## src/rtl/npu_stream_loader.sv

```systemverilog
// Header-driven stream loader: decodes a layer/neuron header from the host stream,
// then forwards the derived number of weight words and input words to the PE array.
module npu_stream_loader #(
   parameter int DW         = 32,
   parameter int MAX_LAYERS = 4,
   parameter int NW         = 6,
   parameter int CW         = 16
) (
   input  logic                     clk,
   input  logic                     rst,
   input  logic                     s_valid,
   input  logic [DW-1:0]            s_data,
   output logic                     s_ready,
   input  logic                     abort,
   output logic [3:0]               cfg_num_layers,
   output logic [MAX_LAYERS*NW-1:0] cfg_neurons,
   output logic                     cfg_act,
   output logic                     cfg_valid,
   output logic                     w_valid,
   output logic [DW-1:0]            w_data,
   input  logic                     w_ready,
   output logic                     x_valid,
   output logic [DW-1:0]            x_data,
   input  logic                     x_ready,
   output logic                     busy,
   output logic                     done,
   output logic                     err
);

   typedef enum logic [2:0] {IDLE, HDR_N, HDR_A, WGT, INP, DONE, ERR} state_t;

   localparam logic [3:0] MAXL = 4'(MAX_LAYERS);

   state_t                   state_q, state_d;
   logic [3:0]               layers_q, layers_d;
   logic [MAX_LAYERS*NW-1:0] neur_q, neur_d;
   logic                     act_q, act_d;
   logic                     cfgv_q, cfgv_d;
   logic [CW-1:0]            wc_q, wc_d;
   logic [CW-1:0]            xc_q, xc_d;
   logic [3:0]               k_q, k_d;
   logic [NW:0]              prev_q, prev_d;

   logic                     xfer;
   logic                     abort_go;
   logic [3:0]               hdr_l;
   logic [NW:0]              n_cur;
   logic [2*NW+1:0]          prod;

   assign hdr_l    = {1'b0, s_data[2:0]} + 4'd2;
   assign n_cur    = {1'b0, s_data[NW-1:0]} + (NW+1)'(1);
   assign prod     = (2*NW+2)'(prev_q) * (2*NW+2)'(n_cur);
   assign abort_go = abort && (state_q != ERR);
   assign xfer     = s_valid && s_ready;

   always_ff @(posedge clk or posedge rst) begin
      if (rst) state_q <= IDLE;
      else     state_q <= state_d;
   end

   always_comb begin
      state_d = state_q;
      if (abort_go) begin
         state_d = IDLE;
      end else begin
         case (state_q)
            IDLE:    if (xfer) state_d = (hdr_l > MAXL) ? ERR : HDR_N;
            HDR_N:   if (xfer && ((k_q + 4'd1) == layers_q)) state_d = HDR_A;
            HDR_A:   if (xfer) state_d = WGT;
            WGT:     if (xfer && (wc_q == CW'(1))) state_d = INP;
            INP:     if (xfer && (xc_q == CW'(1))) state_d = DONE;
            DONE:    state_d = IDLE;
            ERR:     state_d = ERR;
            default: state_d = IDLE;
         endcase
      end
   end

   always_comb begin
      s_ready = 1'b0;
      w_valid = 1'b0;
      w_data  = '0;
      x_valid = 1'b0;
      x_data  = '0;
      case (state_q)
         IDLE, HDR_N, HDR_A: s_ready = 1'b1;
         WGT: begin
            s_ready = w_ready;
            w_valid = s_valid;
            w_data  = s_data;
         end
         INP: begin
            s_ready = x_ready;
            x_valid = s_valid;
            x_data  = s_data;
         end
         default: ;
      endcase
      // Reset must hold s_ready low even though IDLE normally advertises readiness.
      if (rst) s_ready = 1'b0;
   end

   assign busy           = (state_q != IDLE);
   assign err            = (state_q == ERR);
   assign done           = (state_q == DONE) && !abort;
   assign cfg_num_layers = layers_q;
   assign cfg_neurons    = neur_q;
   assign cfg_act        = act_q;
   assign cfg_valid      = cfgv_q;

   always_comb begin
      layers_d = layers_q;
      neur_d   = neur_q;
      act_d    = act_q;
      cfgv_d   = 1'b0;
      wc_d     = wc_q;
      xc_d     = xc_q;
      k_d      = k_q;
      prev_d   = prev_q;
      if (abort_go) begin
         layers_d = '0;
         neur_d   = '0;
         act_d    = 1'b0;
         wc_d     = '0;
         xc_d     = '0;
         k_d      = '0;
         prev_d   = '0;
      end else if (xfer) begin
         case (state_q)
            IDLE: begin
               if (hdr_l <= MAXL) begin
                  layers_d = hdr_l;
                  neur_d   = '0;
                  wc_d     = '0;
                  k_d      = '0;
               end
            end
            HDR_N: begin
               for (int unsigned i = 0; i < MAX_LAYERS; i++) begin
                  if (k_q == 4'(i)) neur_d[i*NW +: NW] = s_data[NW-1:0];
               end
               // Weights n_(k-1)*n_k plus n_k biases accumulate as each count arrives.
               if (k_q != 4'd0) wc_d = wc_q + CW'(prod) + CW'(n_cur);
               prev_d = n_cur;
               k_d    = k_q + 4'd1;
            end
            HDR_A: begin
               act_d  = s_data[0];
               cfgv_d = 1'b1;
            end
            WGT: begin
               wc_d = wc_q - CW'(1);
               if (wc_q == CW'(1)) xc_d = CW'(neur_q[NW-1:0]) + CW'(1);
            end
            INP: xc_d = xc_q - CW'(1);
            default: ;
         endcase
      end
   end

   always_ff @(posedge clk or posedge rst) begin
      if (rst) begin
         layers_q <= '0;
         neur_q   <= '0;
         act_q    <= 1'b0;
         cfgv_q   <= 1'b0;
         wc_q     <= '0;
         xc_q     <= '0;
         k_q      <= '0;
         prev_q   <= '0;
      end else begin
         layers_q <= layers_d;
         neur_q   <= neur_d;
         act_q    <= act_d;
         cfgv_q   <= cfgv_d;
         wc_q     <= wc_d;
         xc_q     <= xc_d;
         k_q      <= k_d;
         prev_q   <= prev_d;
      end
   end

endmodule

```

## config.mk

```make
export PLATFORM = sky130hd
export DESIGN_NAME = npu_stream_loader
export DESIGN_NICKNAME = d
export VERILOG_FILES = /design/src/rtl/npu_stream_loader.sv
export SDC_FILE = /design/constraint.sdc
export NUM_CORES = 1
export LEC_CHECK = 0
export ABC_CLOCK_PERIOD_IN_PS = 9000
export BUFFER_PORTS_ARGS = -buffer_cell sky130_fd_sc_hd__buf_2
export CORE_MARGIN = 3
export CORE_UTILIZATION = 24
export CTS_BUF_LIST = sky130_fd_sc_hd__clkbuf_16
export DETAILED_ROUTE_END_ITERATION = 10
export GPL_TIMING_DRIVEN = 0
export PLACE_DENSITY = 0.44
export SYNTH_ARGS = -nofsm -noshare
export SYNTH_HDL_FRONTEND = slang
export SYNTH_SLANG_ARGS = --single-unit
```

## constraint.sdc

```tcl
create_clock -name clk -period 9 [get_ports clk]
set_clock_uncertainty 0.2 [all_clocks]
set_input_delay 1.8 -clock clk [delete_from_list [all_inputs] [get_ports clk]]
set_output_delay 1.8 -clock clk [all_outputs]
set_load 0.1 [all_outputs]
```

Word-level counts from Yosys, hierarchy flattened
Cells that the tools add are included.
{ "op_classes": {"add_sub_neg": 8, "n_mul": 1, "div": 0, "n_lt_le_gt_ge": 2, "eq_ne": 25, "shift": 0, "mux": 48, "bitwise": 0, "n_reduce_logical": 31} }
{ "op_table": {"columns": ["operator", "n"], "rows": [
  ["two-way mux 16 bit", 7],
  ["two-way mux 24 bit", 3],
  ["two-way mux 32 bit", 2],
  ["one-hot mux 16 bit (3 select lines)", 1],
  ["one-hot mux 24 bit (2 select lines)", 1],
  ["inequality test 3 bit (second input constant)", 13],
  ["== test 16 x 1 -> 1 bit (second input constant)", 2],
  ["one-hot mux 16 bit (2 select lines)", 1],
  ["subtractor 16 x 1 -> 16 bit (second input constant)", 2],
  ["two-way mux 4 bit", 7],
  ["two-way mux 6 bit", 4],
  ["two-way mux 3 bit", 7],
  ["two-way mux 7 bit", 3],
  ["AND reduction 4 bit", 5],
  ["one-hot mux 3 bit (6 select lines)", 1],
  ["adder 16 x 14 -> 16 bit", 1],
  ["adder 16 x 7 -> 16 bit", 1],
  ["adder 6 x 1 -> 7 bit (second input constant)", 2],
  ["multiplier 7 x 7 -> 14 bit", 1],
  ["nonzero test 2 bit", 5],
  ["== test 3 bit (second input constant)", 3],
  ["two-way mux 1 bit", 9],
  ["AND reduction 3 bit", 3],
  ["nonzero test 3 bit", 3],
  ["other kinds (19)", 28]
]} }
{ "word_totals": {"regBits": 76, "latch_bits": 0, "ramBits": 0, "rom_bits": 0, "out_inout_bits": 100, "wordCells": 127, "memories": 0} }

Logic depth before layout (Yosys ltp)
Gate-level depths: netlist of run 1.
{ "depth": {"ltp_word": 9, "depth_mapped": 19, "ltp_nobuf": 19} }

Least setup slack after synthesis of run 1
No wires, ideal clock.
{ "synth_path": {"kind": "input port to flip-flop", "from": "input s_data[1]", "to": "register wc_q[14]", "setup_ns": 0.126, "arrival_time_ns": 6.450, "required_time_ns": 8.674, "path_slack_ns": 2.224, "cell_stages": 18, "path_buffers": 0, "cell_sequence": "ha_1 -> nand4_1 -> xnor2_1 -> nand2_1 -> fa_1 -> inv_1 -> fa_1 -> inv_1 -> fa_1 -> fa_1 -> inv_1 -> ha_1 -> a21o_1 -> a31o_2 -> or3_1 -> o22a_1 -> xor2_1 -> a221o_2"} }
{ "synth_via": {"elab_chain_len": 8, "word_cells_on_any_way": 12} }
{ "synth_lines": {"columns": ["item", "line_no", "text"], "rows": [
  ["start: declaration", "12", "input logic [DW-1:0] s_data,"],
  ["adder 6 x 1 -> 7 bit", "51", "assign n_cur = {1'b0, s_data[NW-1:0]} + (NW+1)'(1);"],
  ["multiplier 7 x 7 -> 14 bit", "52", "assign prod = (2*NW+2)'(prev_q) * (2*NW+2)'(n_cur);"],
  ["adder 16 x 14 -> 16 bit", "143", "if (k_q != 4'd0) wc_d = wc_q + CW'(prod) + CW'(n_cur);"],
  ["adder 16 x 7 -> 16 bit", "143", null],
  ["two-way mux 16 bit", "143", null],
  ["one-hot mux 16 bit (3 select lines)", "129", "case (state_q)"],
  ["two-way mux 16 bit", "128", "end else if (xfer) begin"],
  ["two-way mux 16 bit", "120", "if (abort_go) begin"],
  ["end signal: assignment", "176", "wc_q <= wc_d;"],
  ["end: declaration", "39", "logic [CW-1:0] wc_q, wc_d;"]
]} }
Parallel ways exist; a longest one is shown, timed or not. The select of a mux whose other input is x is not followed.
A chain may end at the register's enable or synchronous reset.

Worst setup path after layout of run 1
{ "layout_path": {"from": "input s_data[2]", "to": "register wc_q[15]"} }
Same word-level chain as after synthesis.

==> results of run 1 <==
-- critical path, cell delays in order --
cell	delay (ns)
buf_2	0.23
ha_1	0.33
nand4_1	0.14
xnor2_1	0.67
inv_1	0.17
fa_1	0.54
inv_1	0.05
fa_1	0.49
inv_1	0.05
fa_1	0.49
fa_1	0.56
inv_1	0.04
ha_1	0.34
a21oi_1	0.30
o211ai_1	0.23
a2111o_1	0.43
a2111oi_0	0.40
a2111oi_0	0.12
a21oi_1	0.13
-- cell usage after synthesis, types with 2 or more instances --
cell type | count | area, um^2
inv_1 | 104 | 390.4
dfrtp_1 | 76 | 1902
nand2_1 | 62 | 232.7
nor2_1 | 57 | 214.0
and2_1 | 53 | 331.6
ha_1 | 46 | 575.6
o21ai_0 | 45 | 225.2
fa_1 | 44 | 880.8
a21oi_1 | 41 | 205.2
and3_1 | 38 | 237.7
mux2_2 | 24 | 270.3
clkbuf_1 | 22 | 82.58
xor2_1 | 18 | 157.7
nor2b_1 | 17 | 106.4
nor3_1 | 17 | 85.08
nand3_1 | 16 | 80.08
nand4_1 | 11 | 68.82
xnor2_1 | 11 | 96.34
nor4_1 | 9 | 56.30
a31oi_1 | 8 | 50.05
nand2b_1 | 8 | 50.05
o211ai_1 | 7 | 52.55
or3_1 | 7 | 43.79
a21o_1 | 6 | 45.04
o22ai_1 | 6 | 37.54
mux2i_1 | 5 | 50.05
a22oi_1 | 4 | 30.03
a32oi_1 | 4 | 35.03
or4_1 | 4 | 30.03
a2111oi_0 | 3 | 26.28
a211o_1 | 2 | 17.52
a2bb2oi_1 | 2 | 17.52
nor4b_1 | 2 | 17.52
o21a_1 | 2 | 15.01
o311ai_0 | 2 | 17.52
o31ai_1 | 2 | 15.01
-- per-stage QoR --
| stage | std cells | total power, uW |
|---|---|---|
| 6_report | 1342 | 1804 |
| 2_1_floorplan | 810 | 1198 |
| 3_3_place_gp | 1325 | 1408 |
| 3_5_place_dp | 1326 | 1408 |
| 4_1_cts | 1342 | 1818 |
| 5_1_grt | 1342 | 1911 |
-- metal layers --
| metal | wire, um | vias to the layer above | global-route usage |
|---|---|---|---|
| met1 | 10490 | 3084 | 0.2021 |
| met2 | 10620 | 145 | 0.2335 |
| met4 | 259 | 0 | 0.03437 |
| li1 | - | 3055 | - |
| met3 | 1075 | 16 | 0.02946 |
| met5 | 0 | - | 0 |
-- registers in the layout, summed over array words and instances, names as in the netlist --
name and count:
wc_q 16, cfg_valid 1, cfg_act 1, prev_q 7, k_q 4, xc_q 16, cfg_neurons 24, cfg_num_layers 4
state_q 3
-- cells by family (layout without fill, tap and decap cells) --
logic type               after synthesis  count (layout)  share of synthesized area
flip-flops                            76              76                     0.2728
adder cells (fa/ha/maj)               90              90                     0.2089
buffers and inverters                131             285                    0.07376
AO/OA/AOI/OAI                        148             148                     0.1319
XOR/XNOR                              29              29                    0.03643
AND/OR/NAND/NOR                      307             307                     0.2303
multiplexers                          29              29                    0.04594
-- final timing paths --
check	startpoint	to	slack (ns)
worst max-delay path	s_data[2]	wc_q[15]$_DFFE_PP0P_	1.54
min in group asynchronous	rst	cfg_valid$_DFF_PP0_	1.22
worst max register to register	prev_q[3]$_DFFE_PP0P_	wc_q[14]$_DFFE_PP0P_	3.90
worst min-delay path	cfg_neurons[10]$_DFFE_PP0P_	cfg_neurons[10]$_DFFE_PP0P_	0.30
max in group asynchronous	rst	cfg_neurons[1]$_DFFE_PP0P_	6.76
worst min register to register	cfg_neurons[10]$_DFFE_PP0P_	cfg_neurons[10]$_DFFE_PP0P_	0.30
-- final cells by class --
cell class	count	area (um^2)	area share
Multi-Input combinational cell	603	4556	0.5377
Sequential cell	76	1902	0.2245
Timing Repair Buffer	138	713.2	0.08417
Tap cell	378	473.0	0.05582
Inverter	105	396.6	0.04681
Clock buffer	9	225.2	0.02658
Buffer	26	120.1	0.01418
Clock inverter	7	87.58	0.01034
-- power breakdown --
group	switching, uW	internal [uW]	total [uW]
registers	36.1	379	415
clock network	177	223	401
logic	778	210	988
total	991	812	1800
==> results.md, run 1 <==
- Drt first-iter violations: 338
- DP Area: 8160 um^2
- Max Clk Rate: 0.1341 GHz
- Final Cycle Share: 0.8289
- Total grt overflow: 0
- Synth Net Count: 938
- DRT Wirelength: 22440 um
- Clk sink count: 76
- Post-route cell area: 8473 um^2
- Pre-antenna DRT Iters: 5
- Die Area: 31130 um^2
- DP Wirelength: 17520 um
- Clock Tree Root: clkbuf_16
- Seq/Total Area, Yosys: 0.2728
- Area added between synthesis and finish: 21.54%
- Crit path required time: 9.08 ns
- Unrepaired setup endpoints after global routing: false
- Port Buf Inserts: 137
- Clock Latency Late Sink: 0.36 ns
- Total Routing Usage GR: 0.1456
- Setup WS pre-CTS: 1.135 ns
- Leak: 0.004470 uW
- Post-Syn Area: 6972 um^2
- Hold path cells: 1
- Clock-pin transition on the worst setup and hold timing paths: 0.07 ns
- Fill cell count: 3061
- Core area: 28240 um^2
- CP Capture Type: flop
- Final hold slack: 0.3046 ns
- Vias in the first global route: 6428
- Outcome: finished clean
- Via count: 6300
- Netlist cell types: 61
- Antenna Nets Post-Route: 0
- Die Y: 176.4 um
- Max Cap Viol: 0
- First-pass GRT wire length: 36310 um
- Max Slew Vio Count: 0
- Max FO, Critical Path: 8
- Synth Instances: 810
- Routability cong.: 0.8159
- PostCTS Resize Cnt: 0
- CP arrival: 7.54 ns
- Syn Area/Cell: 8.607 um^2
- Max_slew headroom: 0.4226
- Top_reg_cell synth: dfrtp_1
- Bufs on Longest Clock Path: 2
- Layout cells sized above 1: 0.1971
- Most common cell after layout, fill and taps aside: buf_2
- Reg2reg path depth: 15
- Number of synthesized flops with an enable pin: 0
- Worst IR drop on VDD: 0.1023 mV
- Final min period: 7.460 ns
- Post-CTS Hold Fix Bufs: 0
- Worst Max-Slew Pin Slew: 0.8631 ns
- Largest net degree at the start of global routing: 56
- Nets: 1087
- Final worst slack: 1.540 ns
- Post-CTS Setup Bufs: 0
- Rows: 61
- Worst setup SP type: input port
- Setup Total Neg Slack: 0 ns
- Diodes inserted: 0
- Io pins: 138
- Core Util, Final: 0.3000
- Antenna violations before repair: 0
- # setup viols final: 0
- Crit Path Class: in2reg
- Yosys Warn Count: 0
- Vias per cell: 4.694
- #FFs+latches synth: 76
- Pwr Density: 212.9 nW/um^2
- Most frequent cells in the layout: 138 x buf_2, 103 x inv_1, 76 x dfrtp_1, 62 x nand2_1, 57 x nor2_1
- Max H-tree Level: 3
- Final hold violation count: 0
- Post-route DRC: 0
- Async SR Flop Fraction: 1.000
- CTS tree: done
- Wirelength per Cell: 16.72 um
- Total CTS buffers: 9
- Worst hold path class: reg2reg
- Die W: 176.4 um
- Starting Density: 0.2469
Note: power is estimated with default switching activity, not from simulation.
==> run 2, diff against run 1 <==
--- a/config.mk
+++ b/config.mk
@@ -5,7 +5,8 @@
 export SDC_FILE = /design/constraint.sdc
 export NUM_CORES = 1
 export LEC_CHECK = 0
-export ABC_CLOCK_PERIOD_IN_PS = 9000
+export ABC_AREA = 1
+export ABC_CLOCK_PERIOD_IN_PS = 7300
 export BUFFER_PORTS_ARGS = -buffer_cell sky130_fd_sc_hd__buf_2
 export CORE_MARGIN = 3
 export CORE_UTILIZATION = 24
==> constraint.sdc (replaced) <==
create_clock -name clk -period 7.3 [get_ports clk]
set_clock_uncertainty 0.2 [all_clocks]
set_input_delay 1.46 -clock clk [delete_from_list [all_inputs] [get_ports clk]]
set_output_delay 1.46 -clock clk [all_outputs]
set_load 0.1 [all_outputs]
==> run 2 against run 1 <==
Effect of this change: die area rose by 3.0%; first-iteration DRC count down 5.3%; combinational power grew 41%; non-clock buffer count decreased by 1; via count increased by 8.2%; utilization down 0.18 points; global-route usage is 0.58 points lower; final cell count grew 17%; critical path type unchanged; largest cell class unchanged; highest routed layer unchanged.
==> results.md, run 2 <==
- Outcome: finished clean
- Logic gate share of total power: 0.589 (+0.041)
- Leak: 0.004874 uW (+9.0%)
- Top cells by area, synth: dfrtp_1 26%, fa_1 12%, nand2_1 12%
- Die Y: 179.1 um (+1.5%)
- Syn Area/Cell: 6.933 um^2 (-19%)
- Count leader, synth: nand2_1
- Yosys top cell area share: 0.2645 (-0.008261)
- Unrepaired setup endpoints after global routing: false
- Antenna Nets Post-Route: 0 (unchanged)
- Final Cycle Share: 0.8883
- Synth cell count leaders: 229 x nand2_1, 193 x inv_1, 166 x nor2_1
- Clock share of power: 0.196 (-0.026)
- Routability cong.: 0.8258 (+1.2%)
- Io pins: 138 (unchanged)
- Bufs on Longest Clock Path: 2 (unchanged)
- Top_reg_cell synth: dfrtp_1
- Async SR Flop Fraction: 1.000 (unchanged)
- Sequential share of power: 0.215 (-0.015)
- First-pass GRT wire length: 35380 um (-2.6%)
- Wirelength per Cell: 13.96 um (-17%)
- PostCTS Resize Cnt: 0 (unchanged)
- Most common cell after layout, fill and taps aside: nand2_1
- Highest metal used: met4
- Crit path required time: 7.34 ns (-1.74 ns)
- CP Capture Type: flop
- Clock Latency Late Sink: 0.35 ns (about the same)
- Net switching power: 1373 uW (+38%)
- Max FO, Critical Path: 11 (+3)
- Total Routing Usage GR: 0.1397 (-0.005822)
- Max Slew Vio Count: 0 (unchanged)
- Worst IR drop on VDD: 0.1096 mV (+7.1%)
- Yosys Warn Count: 0 (unchanged)
- Starting Density: 0.2471 (+0.0002634)
- Nets: 1314 (+21%)
- Vias per cell: 4.330 (-7.8%)
- Reg2reg path depth: 20 (+5)
- Die W: 179.1 um (+1.5%)
- Final min period: 6.485 ns
- Diodes inserted: 0 (unchanged)
- Layout cells sized above 1: 0.1637 (-0.03337)
- Setup Total Neg Slack: 0 ns (unchanged)
- Synth area leader: dfrtp_1
- Number of synthesized flops with an enable pin: 0 (unchanged)
- Synth Instances: 1037 (+28%)
- CP arrival: 6.53 ns (-1.01 ns)
- Antenna violations before repair: 0 (unchanged)
- Total grt overflow: 0 (unchanged)
- DP Wirelength: 17920 um (+2.3%)
- Final hold violation count: 0 (unchanged)
- Clk sink count: 76 (unchanged)
- Area added between synthesis and finish: 20.68%
- Core Util, Final: 0.2982 (-0.001807)
- Total CTS buffers: 9 (unchanged)
- Worst setup SP type: input port
- Worst Max-Slew Pin Slew: 0.7343 ns (-0.1288 ns)
- Max Cap Viol: 0 (unchanged)
- Clock Tree Root: clkbuf_16
- Netlist cell types: 38 (-38%)
- Largest net degree at the start of global routing: 41 (-27%)
- P_int: 984.7 uW (+21%)
- Worst hold path class: reg2reg
- # setup viols final: 0 (unchanged)
- Max Clk Rate: 0.1542 GHz
- Max reg flops: 24 (unchanged)
- Pre-antenna DRT Iters: 5 (unchanged)
- DRT Wirelength: 21990 um (-2.0%)
- DR WL met3: 697 um (-35%)
- Synth Net Count: 1165 (+24%)
- CTS tree: done
- Sw frac: 0.5823 (+0.03264)
- Metal2 WL: 10930 um (+3.0%)
- Post-Syn Area: 7189 um^2 (+3.1%)
- #FFs+latches synth: 76 (unchanged)
- Rows: 62 (+1.6%)
- Vias in the first global route: 6586 (+2.5%)
- Hold path cells: 2 (+1)
- Core area: 29090 um^2 (+3.0%)
- Clock-pin transition on the worst setup and hold timing paths: 0.07 ns (about the same)
- Die Area: 32070 um^2 (+3.0%)
- Post-CTS Hold Fix Bufs: 0 (unchanged)
- Pwr Density: 271.7 nW/um^2 (+28%)
- Post-CTS Setup Bufs: 0 (unchanged)
- Most frequent cells in the layout: 229 x nand2_1, 192 x inv_1, 166 x nor2_1, 147 x buf_2, 76 x dfrtp_1
- Seq/Total Area, Yosys: 0.2645 (-0.008261)
- Port Buf Inserts: 137 (unchanged)
- Max_slew headroom: 0.5072 (+0.08455)
- Met1 wire length: 10050 um (-4.2%)
- Max H-tree Level: 3 (unchanged)
- Post-route DRC: 0 (unchanged)
- Crit Path Class: in2reg
- Drt first-iter violations: 320 (-5.3%)
- Via count: 6819 (+8.2%)
-- run 2: cell count changes in the layout (fill, tap and decap cells not counted), sizes merged, moves of 18 or more --
| cell | previous run | this run |
|---|---|---|
| nand2 | 62 | 236 |
| nor2 | 57 | 170 |
| nand3 | 16 | 68 |
| o21ai | 46 | 81 |
| and3 | 38 | 0 |
| and2 | 54 | 0 |
| buf | 141 | 159 |
| inv | 111 | 205 |
| a21oi | 41 | 15 |
| clkbuf | 32 | 13 |
| mux2 | 24 | 0 |
-- run 2: stage by stage --
stage	area, um^2	setup slack [ns]	total power (uW)	cells	hold slack [ns]
finish	8676	0.8153	2357	1575	0.2907
global route	8676	0.3853	2519	1575	0.3278
CTS	8676	0.7956	2392	1575	0.2927
detailed placement	8386	0.4227	1914	1559	0.2736
global placement	8356	0.3904	1916	1558	0.2666
floorplan	7189	1.254	1629	1037	0.2825
-- run 2: worst paths after layout --
kind,from,to,slack [ns]
min reg2reg,cfg_neurons[19]$_DFFE_PP0P_,cfg_neurons[19]$_DFFE_PP0P_,0.29
min,cfg_neurons[19]$_DFFE_PP0P_,cfg_neurons[19]$_DFFE_PP0P_,0.29
max,s_data[0],wc_q[15]$_DFFE_PP0P_,0.82
max reg2reg,prev_q[3]$_DFFE_PP0P_,wc_q[15]$_DFFE_PP0P_,2.65
max in group asynchronous,rst,prev_q[2]$_DFFE_PP0P_,5.32
min in group asynchronous,rst,xc_q[11]$_DFFE_PP0P_,0.96
-- run 2: critical path, cell delays in order --
cell,delay [ns]
buf_2,0.13
inv_1,0.08
clkbuf_1,0.48
ha_1,0.29
clkbuf_1,0.34
nor2_1,0.13
fa_1,0.49
inv_1,0.05
fa_1,0.47
inv_1,0.07
fa_1,0.53
inv_1,0.05
fa_1,0.53
inv_1,0.04
ha_1,0.34
nand2_1,0.11
o21ai_0,0.40
nand3_1,0.17
nand3_1,0.10
nand2_1,0.05
nand3_1,0.06
nand2_1,0.05
nand2_1,0.05
nand2_1,0.04
-- run 2: cells by family after synthesis --
logic type	Yosys count	share of synthesized area
compound gates	126	0.09815
xor+xnor	16	0.01949
fa+ha+maj	90	0.2026
buf+inv	226	0.1239
flops	76	0.2645
mux	1	0.001392
simple gates	502	0.2899
-- run 2: power by group through the flow --
stage	Clock, uW	Sequential (uW)	Combinational [uW]
final	461	506	1390
after global routing	499	513	1510
after CTS	482	507	1400
after detailed placement	0	515	1400
after global placement	0	515	1400
after floorplan	0	665	963
-- run 2: area by class of cell --
type / instances / area (um^2)
Sequential cell: 76 / 1902
Multi-Input combinational cell: 735 / 4397
Inverter: 201 / 757.0
Timing Repair Buffer: 138 / 713.2
Fill cell: 3265 / 20410
Clock inverter: 7 / 65.06
Clock buffer: 9 / 225.2
Buffer: 25 / 136.4
Tap cell: 384 / 480.5
-- run 2: layer usage --
layer  global-route usage  up-vias
li1                     -     3528
met1               0.1854     3164
met2               0.2389      108
met3              0.02054       19
met4              0.03409        0
met5                    0        -
==> run 3, diff against run 2 <==
--- a/config.mk
+++ b/config.mk
@@ -8,12 +8,11 @@
 export ABC_AREA = 1
 export ABC_CLOCK_PERIOD_IN_PS = 7300
 export BUFFER_PORTS_ARGS = -buffer_cell sky130_fd_sc_hd__buf_2
-export CORE_MARGIN = 3
-export CORE_UTILIZATION = 24
+export CORE_UTILIZATION = 25
 export CTS_BUF_LIST = sky130_fd_sc_hd__clkbuf_16
 export DETAILED_ROUTE_END_ITERATION = 10
 export GPL_TIMING_DRIVEN = 0
-export PLACE_DENSITY = 0.44
+export PLACE_DENSITY = 0.45
 export SYNTH_ARGS = -nofsm -noshare
 export SYNTH_HDL_FRONTEND = slang
 export SYNTH_SLANG_ARGS = --single-unit
==> run 3 against run 2 <==
Effect of this change: worst hold slack worse by 0.0051 ns; critical path type unchanged; sequential power hardly changed; maximum frequency is 0.36% lower; final cell count is 0.44% lower; register-to-register slack hardly changed; design area is 0.46% higher; total power is 2.9% higher; critical path depth stayed put; clock power is 15% higher; sequential cell count stayed put; combinational power hardly changed; die area is 8.2% lower.
==> results.md, run 3 (synthesis results as in run 2) <==
- Outcome: finished clean
- Clock-pin transition on the worst setup and hold timing paths: 0.07 ns (about the same)
- Diodes inserted: 0 (unchanged)
- Max_slew headroom: 0.5180 (+0.01078)
- Net switching power: 1347 uW (-1.9%)
- DRT Wirelength: 21450 um (-2.4%)
- Die Y: 171.6 um (-4.2%)
- CP top delay family: adder cells
- Final Cycle Share: 0.8915 (+0.003231)
- Clock share of power: 0.219 (+0.023)
- Port Buf Inserts: 137 (unchanged)
- Layout cells sized above 1: 0.1630 (-0.0007027)
- Max Clk Rate: 0.1537 GHz (-0.36%)
- Antenna violations before repair: 0 (unchanged)
- Crit path required time: 7.34 ns (about the same)
- CP arrival: 6.55 ns (+0.02 ns)
- Largest net degree at the start of global routing: 65 (+59%)
- Worst IR drop on VDD: 0.1265 mV (+15%)
- Drt first-iter violations: 406 (+27%)
- Worst Max-Slew Pin Slew: 0.7182 ns (-0.01607 ns)
- Max FO, Critical Path: 11 (unchanged)
- CTS tree: done
- Tot Pwr: 2425 uW (+2.9%)
- Post-route cell area: 8716 um^2 (+0.46%)
- Clk sink count: 76 (unchanged)
- Final min period: 6.508 ns (+0.02359 ns)
- Logic gate share of total power: 0.572 (-0.017)
- Core Util, Final: 0.3112 (+0.01293)
- Sw frac: 0.5555 (-0.02676)
- Highest metal used: met4
- Total Routing Usage GR: 0.1513 (+0.01157)
- Max H-tree Level: 3 (unchanged)
- Worst setup SP type: input port
- First-pass GRT wire length: 34930 um (-1.3%)
- Final worst slack: 0.7917 ns (-0.02359 ns)
- Setup Total Neg Slack: 0 ns (unchanged)
- Post-route DRC: 0 (unchanged)
- Bufs on Longest Clock Path: 2 (unchanged)
- Crit Path Class: in2reg
- Die Area: 29440 um^2 (-8.2%)
- Pre-antenna DRT Iters: 5 (unchanged)
- DP Wirelength: 17570 um (-1.9%)
- Most frequent cells in the layout: 229 x nand2_1, 192 x inv_1, 166 x nor2_1, 147 x buf_2, 76 x dfrtp_1
- Vias in the first global route: 6529 (-0.87%)
- Nets: 1314 (unchanged)
- P_int: 1078 uW (+9.5%)
- DR WL met3: 478 um (-31%)
- Vias per cell: 4.362 (+0.76%)
- Via count: 6840 (+0.31%)
- Area added between synthesis and finish: 21.23%
- Max Slew Vio Count: 0 (unchanged)
- Leak: 0.004899 uW (+0.51%)
- Antenna Nets Post-Route: 0 (unchanged)
- Post-CTS Setup Bufs: 0 (unchanged)
- Clock Latency Late Sink: 0.35 ns (about the same)
- Sequential share of power: 0.209 (-0.006)
- Io pins: 138 (unchanged)
- CP Cell Sequence: buf_2 > inv_1 > clkbuf_1 > ha_1 > clkbuf_1 > nor2_1 > fa_1 > inv_1 > fa_1 > inv_1 > fa_1 > inv_1 > fa_1 > inv_1 > ha_1 > nand2_1 > o21ai_0 > nand3_1 > nand3_1 > nand2_1 > nand3_1 > nand2_1 > nand2_1 > nand2_1
- Worst hold path class: reg2reg
- DP Area: 8378 um^2 (about the same)
- Clock Tree Root: clkbuf_16
- Max reg flops: 24 (unchanged)
- # setup viols final: 0 (unchanged)
- Max Cap Viol: 0 (unchanged)
- Post-CTS Hold Fix Bufs: 0 (unchanged)
- Pwr Density: 278.2 nW/um^2 (+2.4%)
- Routability cong.: 0.8474 (+2.6%)
- Max incr delay on CP: 0.53 ns (about the same)
- Met1 wire length: 10330 um (+2.8%)
- Most common cell after layout, fill and taps aside: nand2_1
- Final hold violation count: 0 (unchanged)
- PostCTS Resize Cnt: 0 (unchanged)
- Starting Density: 0.2567 (+0.009527)
- Setup WS pre-CTS: 0.4492 ns (+0.02648 ns)
- Crit path buffers/inverters: 8 (unchanged)
- Total CTS buffers: 9 (unchanged)
- Core area: 28010 um^2 (-3.7%)
- Metal2 WL: 10490 um (-4.1%)
- Total grt overflow: 0 (unchanged)
- CP Capture Type: flop
- Rows: 61 (-1.6%)
- Unrepaired setup endpoints after global routing: false
- Die W: 171.6 um (-4.2%)
- Wirelength per Cell: 13.68 um (-2.0%)
- Crit path max-delay cell type: fa_1
[run 3: changes by cell type in the layout (fill, tap and decap cells not counted)]
cell        before  now
bufinv_16        0    3
inv_8            2    0
inv_6            3    1
clkinv_2         0    1
clkinvlp_4       1    0
[run 3: final cells by class]
| cell class | instances | area, um^2 |
|---|---|---|
| Fill cell | 3123 | 19290 |
| Multi-Input combinational cell | 735 | 4397 |
| Sequential cell | 76 | 1902 |
| Inverter | 201 | 757.0 |
| Timing Repair Buffer | 138 | 713.2 |
| Tap cell | 378 | 473.0 |
| Clock buffer | 9 | 225.2 |
| Buffer | 25 | 136.4 |
| Clock inverter | 6 | 112.6 |
[run 3: final timing paths]
path                       depth (start not counted)                          end                         from  slack [ns]
setup / recovery                                  24         wc_q[15]$_DFFE_PP0P_                    s_data[0]        0.79
hold / removal                                     2  cfg_neurons[21]$_DFFE_PP0P_  cfg_neurons[21]$_DFFE_PP0P_        0.29
setup reg to reg                                  20         wc_q[15]$_DFFE_PP0P_        prev_q[3]$_DFFE_PP0P_        2.65
hold reg to reg                                    2  cfg_neurons[21]$_DFFE_PP0P_  cfg_neurons[21]$_DFFE_PP0P_        0.29
max in group asynchronous                          3        prev_q[1]$_DFFE_PP0P_                          rst        5.42
min in group asynchronous                          2         xc_q[11]$_DFFE_PP0P_                          rst        0.84
[run 3: power by group through the flow]
| stage | registers, uW | clock network (uW) | logic, uW |
|---|---|---|---|
| 2_1_floorplan | 665 | 0 | 963 |
| 3_3_place_gp | 515 | 0 | 1400 |
| 3_5_place_dp | 515 | 0 | 1400 |
| 4_1_cts | 507 | 543 | 1400 |
| 5_1_grt | 514 | 562 | 1500 |
| 6_report | 507 | 530 | 1390 |
[run 3: worst reg2reg max path: stages (launching register included)]
cell and delay, ns:
dfrtp_1 0.40, inv_1 0.18, nor2_1 0.10, fa_1 0.54, inv_1 0.05, fa_1 0.47, inv_1 0.05, fa_1 0.52
inv_1 0.05, fa_1 0.53, inv_1 0.04, ha_1 0.33, nand2_1 0.11, o21ai_0 0.42, nand3_1 0.19, nand3_1 0.11
nand2_1 0.05, nand3_1 0.06, nand2_1 0.05, nand2_1 0.05, nand2_1 0.04
[run 3: through the flow]
step	hold slack [ns]	instances
2_1_floorplan	0.2825	1037
6_report	0.2856	1568
4_1_cts	0.2907	1568
3_5_place_dp	0.2736	1553
5_1_grt	0.3110	1568
3_3_place_gp	0.2657	1552
[run 3: layer usage]
layer,global-route usage,vias to the layer above
met5,0,-
met4,0.02446,0
met3,0.01887,11
met2,0.2582,88
met1,0.2059,3223
li1,-,3518
